==> src/rtl/dbus_pkg.sv <==
// Shared encodings for the data-bus controller: access sizes, FSM states, log2 helper.
// No logic of its own; imported by dbus_ctrl and store_buf.
// No handshake of its own.
package dbus_pkg;

    localparam logic [1:0] SZ_BYTE = 2'b00;
    localparam logic [1:0] SZ_HALF = 2'b01;
    localparam logic [1:0] SZ_WORD = 2'b10;

    typedef enum logic [1:0] {
        ST_IDLE = 2'd0,
        ST_RD   = 2'd1,
        ST_WR   = 2'd2
    } state_t;

    function automatic int clog2(input int value);
        int r;
        r = 0;
        while ((1 << r) < value) begin
            r = r + 1;
        end
        return r;
    endfunction

endpackage

==> src/rtl/store_buf.sv <==
// Posted-store FIFO of {addr,size,data} with a per-entry word-address match against a probe.
// Push and pop take effect on the next edge; head and match outputs are combinational.
// No internal backpressure: the owner must not push when full unless it pops in the same cycle.
module store_buf
    import dbus_pkg::*;
#(
    parameter int AW    = 32,
    parameter int DW    = 32,
    parameter int DEPTH = 4
) (
    input  logic             clk,
    input  logic             reset_x,
    input  logic             i_push,
    input  logic [AW-1:0]    i_addr,
    input  logic [1:0]       i_size,
    input  logic [DW-1:0]    i_data,
    input  logic             i_pop,
    input  logic [AW-3:0]    i_probe_waddr,
    output logic             o_full,
    output logic             o_empty,
    output logic [AW-1:0]    o_head_addr,
    output logic [1:0]       o_head_size,
    output logic [DW-1:0]    o_head_data,
    output logic [DEPTH-1:0] o_match
);

    localparam int            PW      = clog2(DEPTH);
    localparam logic [PW:0]   PTR_ONE = (PW + 1)'(1);

    logic [AW-1:0]    r_addr [DEPTH];
    logic [1:0]       r_size [DEPTH];
    logic [DW-1:0]    r_data [DEPTH];
    logic [DEPTH-1:0] r_vld;
    logic [PW:0]      r_wptr;
    logic [PW:0]      r_rptr;

    logic [PW-1:0]    w_widx;
    logic [PW-1:0]    w_ridx;
    logic [DEPTH-1:0] w_vld_nxt;

    assign w_widx      = r_wptr[PW-1:0];
    assign w_ridx      = r_rptr[PW-1:0];
    assign o_empty     = (r_wptr == r_rptr);
    assign o_full      = (r_wptr[PW] != r_rptr[PW]) && (w_widx == w_ridx);
    assign o_head_addr = r_addr[w_ridx];
    assign o_head_size = r_size[w_ridx];
    assign o_head_data = r_data[w_ridx];

    // Clear before set so a push into the slot being popped (full case) stays valid.
    always_comb begin
        w_vld_nxt = r_vld;
        if (i_pop) begin
            w_vld_nxt[w_ridx] = 1'b0;
        end
        if (i_push) begin
            w_vld_nxt[w_widx] = 1'b1;
        end
    end

    always_ff @(posedge clk or negedge reset_x) begin
        if (!reset_x) begin
            r_wptr <= '0;
            r_rptr <= '0;
            r_vld  <= '0;
        end else begin
            if (i_push) begin
                r_wptr <= r_wptr + PTR_ONE;
            end
            if (i_pop) begin
                r_rptr <= r_rptr + PTR_ONE;
            end
            r_vld <= w_vld_nxt;
        end
    end

    always_ff @(posedge clk) begin
        if (i_push) begin
            r_addr[w_widx] <= i_addr;
            r_size[w_widx] <= i_size;
            r_data[w_widx] <= i_data;
        end
    end

    always_comb begin
        for (int i = 0; i < DEPTH; i++) begin
            o_match[i] = r_vld[i] && (r_addr[i][AW-1:2] == i_probe_waddr);
        end
    end

endmodule

==> src/rtl/dbus_ctrl.sv <==
// M-stage data-bus controller: loads go straight to the bus, stores are posted, fence drains.
// Zero-wait load costs one stall cycle; stores are accepted the same cycle unless the buffer is full.
// Stalls the pipeline on loads, full buffer (without pop) and fence; converts bus timeouts to m_fault.
module dbus_ctrl
    import dbus_pkg::*;
#(
    parameter int AW       = 32,
    parameter int DW       = 32,
    parameter int WB_DEPTH = 4,
    parameter int TIMEOUT  = 255
) (
    input  logic          clk,
    input  logic          reset_x,
    input  logic          m_req,
    input  logic          m_write,
    input  logic [1:0]    m_size,
    input  logic [AW-1:0] m_addr,
    input  logic [DW-1:0] m_wdata,
    input  logic          m_fence,
    output logic [DW-1:0] m_rdata,
    output logic          m_stall,
    output logic          m_fault,
    output logic [AW-1:0] m_fault_addr,
    output logic          MREQ,
    output logic          WRITE,
    output logic [1:0]    SIZE,
    output logic [AW-1:0] DAD,
    output logic [DW-1:0] bus_wdata,
    input  logic [DW-1:0] bus_rdata,
    input  logic          ACKD_n
);

    localparam int             TCW       = (TIMEOUT < 2) ? 1 : clog2(TIMEOUT + 1);
    localparam logic [TCW-1:0] TMO_LIMIT = TCW'(TIMEOUT);
    localparam logic [TCW-1:0] TCNT_ONE  = TCW'(1);

    state_t        r_state;
    state_t        w_nxt_state;
    logic          r_mreq;
    logic          r_write;
    logic [1:0]    r_size;
    logic [AW-1:0] r_dad;
    logic [DW-1:0] r_wdata;
    logic          r_fault;
    logic [AW-1:0] r_fault_addr;
    logic [TCW-1:0] r_tcnt;

    logic                w_full;
    logic                w_empty;
    logic [AW-1:0]       w_head_addr;
    logic [1:0]          w_head_size;
    logic [DW-1:0]       w_head_data;
    logic [WB_DEPTH-1:0] w_match;
    logic                w_match_any;
    logic                w_ack;
    logic                w_tmo;
    logic                w_end;
    logic                w_pop;
    logic                w_push;
    logic                w_is_load;
    logic                w_load_rd;
    logic                w_load_wr;

    store_buf #(
        .AW    (AW),
        .DW    (DW),
        .DEPTH (WB_DEPTH)
    ) u_store_buf (
        .clk           (clk),
        .reset_x       (reset_x),
        .i_push        (w_push),
        .i_addr        (m_addr),
        .i_size        (m_size),
        .i_data        (m_wdata),
        .i_pop         (w_pop),
        .i_probe_waddr (m_addr[AW-1:2]),
        .o_full        (w_full),
        .o_empty       (w_empty),
        .o_head_addr   (w_head_addr),
        .o_head_size   (w_head_size),
        .o_head_data   (w_head_data),
        .o_match       (w_match)
    );

    assign w_match_any = |w_match;
    assign w_is_load   = m_req & ~m_write;
    assign w_ack       = ~ACKD_n;
    assign w_tmo       = (TIMEOUT != 0) && (r_state != ST_IDLE) && ACKD_n && (r_tcnt == TMO_LIMIT);
    assign w_end       = (r_state != ST_IDLE) && (w_ack || w_tmo);
    // A timed-out store is still popped: it is lost rather than retried forever.
    assign w_pop       = (r_state == ST_WR) && w_end;

    assign m_stall = (w_is_load & ~((r_state == ST_RD) & (w_ack | w_tmo)))
                   | (m_req & m_write & w_full & ~w_pop)
                   | (m_fence & ~(w_empty & (r_state == ST_IDLE)));
    assign w_push  = m_req & m_write & ~m_stall;
    assign m_rdata = ((r_state == ST_RD) && w_ack) ? bus_rdata : '0;

    assign MREQ         = r_mreq;
    assign WRITE        = r_write;
    assign SIZE         = r_size;
    assign DAD          = r_dad;
    assign bus_wdata    = r_wdata;
    assign m_fault      = r_fault;
    assign m_fault_addr = r_fault_addr;

    always_ff @(posedge clk or negedge reset_x) begin
        if (!reset_x) begin
            r_state <= ST_IDLE;
        end else begin
            r_state <= w_nxt_state;
        end
    end

    // Loads beat buffered stores unless they alias a buffered word.
    always_comb begin
        w_nxt_state = r_state;
        w_load_rd   = 1'b0;
        w_load_wr   = 1'b0;
        case (r_state)
            ST_IDLE: begin
                if (w_is_load && !w_match_any) begin
                    w_nxt_state = ST_RD;
                    w_load_rd   = 1'b1;
                end else if (!w_empty) begin
                    w_nxt_state = ST_WR;
                    w_load_wr   = 1'b1;
                end
            end
            ST_RD, ST_WR: begin
                if (w_end) begin
                    w_nxt_state = ST_IDLE;
                end
            end
            default: w_nxt_state = ST_IDLE;
        endcase
    end

    always_ff @(posedge clk or negedge reset_x) begin
        if (!reset_x) begin
            r_mreq  <= 1'b0;
            r_write <= 1'b0;
            r_size  <= '0;
            r_dad   <= '0;
            r_wdata <= '0;
        end else if (w_load_rd) begin
            r_mreq  <= 1'b1;
            r_write <= 1'b0;
            r_size  <= m_size;
            r_dad   <= m_addr;
        end else if (w_load_wr) begin
            r_mreq  <= 1'b1;
            r_write <= 1'b1;
            r_size  <= w_head_size;
            r_dad   <= w_head_addr;
            r_wdata <= w_head_data;
        end else if (w_end) begin
            r_mreq  <= 1'b0;
            r_write <= 1'b0;
        end
    end

    always_ff @(posedge clk or negedge reset_x) begin
        if (!reset_x) begin
            r_tcnt       <= '0;
            r_fault      <= 1'b0;
            r_fault_addr <= '0;
        end else begin
            r_fault <= w_tmo;
            if (w_tmo) begin
                r_fault_addr <= r_dad;
            end
            if (w_load_rd || w_load_wr) begin
                r_tcnt <= '0;
            end else if ((TIMEOUT != 0) && (r_state != ST_IDLE) && ACKD_n) begin
                r_tcnt <= r_tcnt + TCNT_ONE;
            end
        end
    end

endmodule
==> config.mk <==
export PLATFORM = sky130hd
export DESIGN_NAME = dbus_ctrl
export DESIGN_NICKNAME = d
export VERILOG_FILES = /design/src/rtl/dbus_pkg.sv /design/src/rtl/store_buf.sv /design/src/rtl/dbus_ctrl.sv
export SDC_FILE = /design/constraint.sdc
export NUM_CORES = 1
export LEC_CHECK = 0
export CAP_MARGIN = 5
export CELL_PAD_IN_SITES_DETAIL_PLACEMENT = 1
export CELL_PAD_IN_SITES_GLOBAL_PLACEMENT = 1
export CORE_MARGIN = 5
export CORE_UTILIZATION = 46
export DETAILED_ROUTE_END_ITERATION = 8
export GPL_TIMING_DRIVEN = 0
export PLACE_DENSITY = 0.91
export SYNTH_ARGS = -nofsm -noshare
export SYNTH_HDL_FRONTEND = slang
export SYNTH_SLANG_ARGS = --single-unit
==> constraint.sdc <==
create_clock -name clk -period 4.8 [get_ports clk]
set_input_delay 1.44 -clock clk [delete_from_list [all_inputs] [get_ports clk]]
set_output_delay 1.44 -clock clk [all_outputs]
set_load 0.05 [all_outputs]
Yosys cells after proc, flatten, opt, wreduce, memory -nomap -nowiden
Memories as Yosys holds them, arrays and structs flattened. A register that Yosys moved wholly into a read port is not among the register bits. Index checks and enable logic that the tools add are counted.

Logic and storage cells: 109. Output and inout bits: 134. RAM bits: 264. Flip-flop bits (word level): 89. Input bits: 104. Memories kept: 3.

Memories: u_store_buf.r_addr (depth 4, bits a word 32, rd ports 5, clocked after memory_dff 0, write ports 1, RTL line store_buf.sv:30) `logic [AW-1:0] r_addr [DEPTH];`; u_store_buf.r_data (depth 4, bits a word 32, rd ports 1, clocked after memory_dff 1, write ports 1, RTL line store_buf.sv:32) `logic [DW-1:0] r_data [DEPTH];`; u_store_buf.r_size (depth 4, bits a word 2, rd ports 1, clocked after memory_dff 0, write ports 1, RTL line store_buf.sv:31) `logic [1:0] r_size [DEPTH];`.

Equality and inequality tests: 12. Bitwise gates (word level): 22. Multiplexer cells: 28. Reduce and logical (&&, ||, !) cells: 26. $lt $le $gt $ge: 4. $add $sub $neg: 3.

Operator list (count): == test 30 bit (4); 2-to-1 mux 32 bit (3); 2-to-1 mux 8 bit (2); logical AND 1 bit (13); 2-to-1 mux 1 bit (13); 2-to-1 mux 2 bit (5); AND 1 bit (9); adder 8 x 1 -> 8 bit, second input constant (1); == test 8 bit, second input constant (1); 2-to-1 mux 4 bit (2); inverter 1 bit (7); adder 3 x 1 -> 3 bit, second input constant (2); less-than comparator 2 x 3 -> 1 bit, second input constant (2); nonzero test 2 bit (3); AND 4 bit (1); demux 1 bit (select 2 bit) (2); >= comparator 2 x 1 -> 1 bit, second input constant (2); inverter 4 bit (1); OR 4 bit (1); case mux 2 bit (2 select lines) (1); AND reduction 2 bit (2); OR reduction 4 bit (1); == test 3 bit (1); != test 3 x 2 -> 1 bit, second input constant (1); 11 further kinds (15).

Logic depth before layout (Yosys ltp)
Word-level depth: 14. Depth in mapped cells: 10. Depth with buffers taken out: 9.

Cells and area by module
Synthesis repeated with hierarchy kept, for this count alone.

Cell total of the unflattened synthesis: 949. Area, all modules: 16410.7 µm².

By module, submodules not included: store_buf (area each 11617.4 µm², cells each 581, sequential area each 8177.8 µm², times used 1); dbus_ctrl (area each 4793.3 µm², cells each 368, sequential area each 2777.7 µm², times used 1).

Worst setup path after synthesis
OpenSTA, ideal clock, no wires.

Kind: input to register. Start point: in ACKD_n. End point: mem u_store_buf.r_addr[0][0], enable pin. Slack: -48 ps. Data arrival time: 4416 ps. Setup time: 432 ps. Path buffers: 0. Stages: 6. Data required time: 4368 ps. Cells stage by stage: and4b_1 a31oi_2 nor3b_4 o211ai_2 nor2_4 and2_1.

Cells in the longest elaborated chain, start to end: 13.

RTL lines: start, declared (RTL line dbus_ctrl.sv:30) `input logic ACKD_n`; logical AND 1 bit (2 in series) (RTL line dbus_ctrl.sv:88) `assign w_tmo = (TIMEOUT != 0) && (r_state != ST_IDLE) && ACKD_n && (r_tcnt == TMO_LIMIT);`; logical OR 1 bit (RTL line dbus_ctrl.sv:89) `assign w_end = (r_state != ST_IDLE) && (w_ack || w_tmo);`; logical AND 1 bit (RTL line dbus_ctrl.sv:89); logical AND 1 bit (RTL line dbus_ctrl.sv:91) `assign w_pop = (r_state == ST_WR) && w_end;`; inverter 1 bit (RTL line dbus_ctrl.sv:94) `| (m_req & m_write & w_full & ~w_pop)`; AND 1 bit (RTL line dbus_ctrl.sv:94); OR 1 bit * (RTL line dbus_ctrl.sv:94); OR 1 bit * (RTL line dbus_ctrl.sv:95) `| (m_fence & ~(w_empty & (r_state == ST_IDLE)));`; net m_stall (RTL line dbus_ctrl.sv:21) `output logic m_stall,`; inverter 1 bit * (RTL line dbus_ctrl.sv:96) `assign w_push = m_req & m_write & ~m_stall;`; AND 1 bit * (RTL line dbus_ctrl.sv:96); 2-to-1 mux 1 bit * (RTL line store_buf.sv:77) `if (i_push) begin`; 2-to-1 mux 1 bit (implied by the code) * (RTL line store_buf.sv:78) `r_addr[w_widx] <= i_addr;`; end, declared (RTL line store_buf.sv:30).

Mark *: on every way through the listed nets, which the timed path passes. The rest lies on a longest branch.

Final worst setup path
Start point: in ACKD_n. End point: out m_stall.

Cells in the longest elaborated chain, start to end: 9.

RTL lines (RTL line): logical AND 1 bit (2 in series) (dbus_ctrl.sv:88); logical OR 1 bit (dbus_ctrl.sv:89); logical AND 1 bit (dbus_ctrl.sv:89); logical AND 1 bit (dbus_ctrl.sv:91); inverter 1 bit (dbus_ctrl.sv:94); AND 1 bit (dbus_ctrl.sv:94); OR 1 bit * (dbus_ctrl.sv:94); OR 1 bit * (dbus_ctrl.sv:95); end, declared (dbus_ctrl.sv:21).

Mark *: on every way between the ends. The rest lies on a longest branch, timed or not.

==> impl_results.rst <==
.. list-table::
   :header-rows: 1

   * - Metric
     - Value
   * - Detailed-route wire length per cell
     - 26.5 um
   * - Final core utilization
     - between 50% and 60%
   * - Number of port buffers
     - 237
   * - Reg-to-reg startpoint
     - u_store_buf.r_addr[2][24]
   * - Maximum fanout encountered on the critical timing path
     - 6
   * - Number of H-tree levels
     - 2
   * - Sequential element share of the synthesized area
     - about two thirds
   * - Routed vias/inst
     - 5.77
   * - Total die area
     - 0.0401 mm2
   * - Warnings, synthesis
     - 0
   * - Register Area
     - 0.0110 mm2
   * - Global-route wire length before repair
     - 71,500 um
   * - Number of sinks driven by the clock tree
     - about 390
   * - Fraction of final layout cells with drive strength greater than 1
     - 21.6%
   * - Drt first pass iters
     - 5
   * - Mean area per synthesized cell
     - 16.8 um2
   * - Worst Setup End Kind
     - output port
   * - Buffer levels on the longest clock path
     - 3
   * - Register-to-register setup slack
     - ~1.4 ns
   * - Number of max-cap violations
     - 0
   * - Top area cells in the synthesized netlist
     - sky130_fd_sc_hd__edfxtp_1 (48%), sky130_fd_sc_hd__dfrtp_1 (18%), sky130_fd_sc_hd__mux4_2 (8.9%)
   * - Number of enable-type register cells in the synthesized netlist
     - 264
   * - Stages on worst setup path
     - 6
   * - Cells along the critical path
     - clkdlybuf4s50_1 > and4b_2 > a31oi_4 > nor3b_4 > o211ai_2 > buf_6
   * - Clock-pin slew on the worst setup and hold paths
     - 0.06 ns
   * - Most frequent standard cell in the layout excluding fill and tap cells
     - sky130_fd_sc_hd__edfxtp_1
   * - Clk Tree Root Cell
     - sky130_fd_sc_hd__clkbuf_16
   * - Critical Path Start Type
     - input pin
   * - Setup-violating endpoint count in the final report
     - 0
   * - Largest net degree at the start of global routing
     - 94
   * - Slowest stage delay, CP
     - around 0.53 ns
   * - Share of the clock period used by the worst path after layout
     - 98.2%
   * - Launching instance or port of the critical path
     - ACKD_n
   * - Commonest cells after routing, fill and taps aside
     - sky130_fd_sc_hd__edfxtp_1 (264), sky130_fd_sc_hd__clkdlybuf4s50_1 (205), sky130_fd_sc_hd__dfrtp_1 (121)
   * - Slowest cell on the critical path
     - sky130_fd_sc_hd__clkdlybuf4s50_1
   * - Post-synthesis sequential element count
     - around 390
   * - Cell taking the most area after synthesis
     - sky130_fd_sc_hd__edfxtp_1
   * - Setup repair after global routing missed its margin
     - no
   * - Largest delay share family, worst path
     - buffers and inverters
   * - Number of filler instances in the final layout
     - 3,229
   * - Hold_ws
     - around 0.5 ns
   * - Layout area overhead
     - 25.5%
   * - End of the worst register-to-register path
     - DAD[15]
   * - Clock period minus final worst setup slack
     - 4.72 ns
   * - Number of global-route vias before repair
     - roughly 11,000
   * - Final layout net count
     - 1,394
   * - Clock latency at the later pin of the worst-skew pair
     - approximately 0.58 ns
   * - Overall routed net length
     - 46,900 um
   * - Worst IR drop on VDD
     - 428 uV
   * - Slew @ Worst Pin
     - 0.977 ns
   * - Cell count after synthesis
     - just under 1,000
   * - Antenna violations before repair
     - 7
   * - DRC Markers
     - 0
   * - Core region area
     - 0.0357 mm2
   * - Detail Route Antenna Nets
     - 0
   * - Leakage power
     - 7.75 nW
   * - Data arrival time of the critical path
     - roughly 3.3 ns
   * - Worst path required time
     - 3.36 ns
   * - Routability cong.
     - 0.875
   * - Outcome
     - finished clean
   * - Area share of the largest cell type after synthesis
     - 47.6%
   * - Effective utilization at floorplan
     - between 40% and 50%
   * - Number of different library cells in the post-synthesis netlist
     - 49
   * - Cell area after synthesis
     - ~0.017 mm2
   * - Worst setup path class
     - in2out
   * - Remaining global-route overflow
     - 0
   * - Depth of the worst register-to-register path
     - 8
   * - Clock Skews
     - 0.0283 ns
   * - Slew Limit Headroom
     - a little over a third
   * - Buffers plus inverters on the worst setup path
     - 2
   * - Horizontal extent of the die
     - 200 um
   * - Final hold violation count
     - 0
   * - Initial DRC Count
     - 669
   * - Capturing instance or port of the critical path
     - m_stall
   * - Post-DP HPWL
     - 32,800 um
   * - Overall via count from detail_route
     - between 10,000 and 15,000
   * - Main flop type after synthesis
     - sky130_fd_sc_hd__edfxtp_1
   * - Num rows
     - 69
   * - TritonCTS clock tree
     - yes
   * - Kind of path behind the tightest hold check
     - reg2reg
   * - Post-synth ARST share
     - 31.4%
   * - TritonCTS Buffers
     - 41
   * - Area used by multi-input combinational logic
     - 0.00518 mm2
   * - Global router's overall resource usage
     - ~23%
   * - Post-Synthesis Net Count
     - between 1,000 and 1,500
   * - Final number of max-transition violations
     - 0
   * - Power density of the placed cells
     - 595 mW/mm2
   * - Maximum achievable frequency
     - 212 MHz
   * - Number of placed I/O pins
     - 238
   * - Vertical die dimension
     - about 200 um
how the worst min path moves through the flow:
| stage | from | to | slack (ns) | depth (start not counted) |
|---|---|---|---|---|
| after CTS | u_store_buf.r_vld[2] | u_store_buf.r_vld[2] | 0.50 | 1 |
| after global routing | u_store_buf.r_rptr[2] | u_store_buf.r_rptr[2] | 0.51 | 1 |
| after detailed placement | u_store_buf.r_vld[2] | u_store_buf.r_vld[2] | 0.49 | 1 |
| after global placement | u_store_buf.r_vld[2] | u_store_buf.r_vld[2] | 0.47 | 1 |
| after floorplan | u_store_buf.r_vld[0] | u_store_buf.r_vld[0] | 0.45 | 1 |
| final | u_store_buf.r_rptr[2] | u_store_buf.r_rptr[2] | 0.50 | 1 |
stage by stage:
step | cell area (um2) | setup TNS [ns] | total power [W] | std cells | setup slack [ns]
detailed placement | 19800 | -9.04 | 0.00949 | 1695 | -0.732
CTS | 21000 | 0 | 0.0125 | 1771 | 0.0139
finish | 20900 | 0 | 0.0124 | 1772 | 0.0848
global route | 20900 | 0 | 0.0130 | 1772 | 0.000195
floorplan | 16700 | 0 | 0.00782 | 992 | 0.664
global placement | 19600 | -518.72 | 0.00927 | 1690 | -2.92
sequential cells by signal, indices dropped and copies added (netlist names):
register	flops
DAD	32
MREQ	1
SIZE	2
WRITE	1
bus_wdata	32
m_fault	1
m_fault_addr	32
r_state	2
r_tcnt	8
u_store_buf.r_addr	128
u_store_buf.r_data	128
u_store_buf.r_rptr	3
u_store_buf.r_size	8
u_store_buf.r_vld	4
u_store_buf.r_wptr	3
Yosys cell counts, drive strengths merged (12+ instances only):
| cell type | count |
|---|---|
| edfxtp | 264 |
| dfrtp | 121 |
| xnor2 | 117 |
| mux4 | 66 |
| mux2 | 64 |
| buf | 51 |
| inv | 39 |
| and3 | 35 |
| a2bb2oi | 34 |
| o2bb2ai | 30 |
| nand4 | 28 |
| clkbuf | 25 |
| nand2 | 18 |
| xor2 | 17 |
| ha | 12 |
cells by family after synthesis:
| logic type | count (synthesis) | share of synthesized area [%] |
|---|---|---|
| DFF | 385 | 65.7 |
| xor gates and xnor gates | 134 | 7.04 |
| muxes | 131 | 14.0 |
| and+or+nand+nor | 117 | 4.22 |
| buffers and inverters | 115 | 3.30 |
| AOI/OAI and AO/OA | 98 | 4.84 |
| adders and majority gates | 12 | 0.901 |
final cells by class:
type / instances / area share [%]
sequential: 385 / 52.4
multi-input combinational: 492 / 24.8
timing repair buffer: 243 / 11.5
clock buffer: 61 / 5.60
tap: 461 / 2.76
buffer: 76 / 1.93
inverter: 39 / 0.700
clock inverter: 14 / 0.401
antenna: 1 / 0.0120
where the power goes:
group / internal, W / switching, W / leakage (nW)
combinational: 0.00214 / 0.00288 / 3.27
clock: 0.00170 / 0.00131 / 0.614
sequential: 0.00406 / 0.000365 / 3.87
total: 0.00789 / 0.00456 / 7.75
routing by layer:
layer	routed length [um]	global-route usage, %	vias up
li1	-	-	4362
met1	18600	29.1	5314
met2	23400	39.6	437
met3	3470	6.32	104
met4	1320	6.76	12
met5	82	0	-
repair_timing:
item	4_1_cts	5_1_grt
pin swaps	1	1
setup buffers	1	0
hold buffers	0	0
setup endpoints to repair	31	31
gates resized for setup	37	58
No activity file was read; power rests on OpenSTA's default activity.
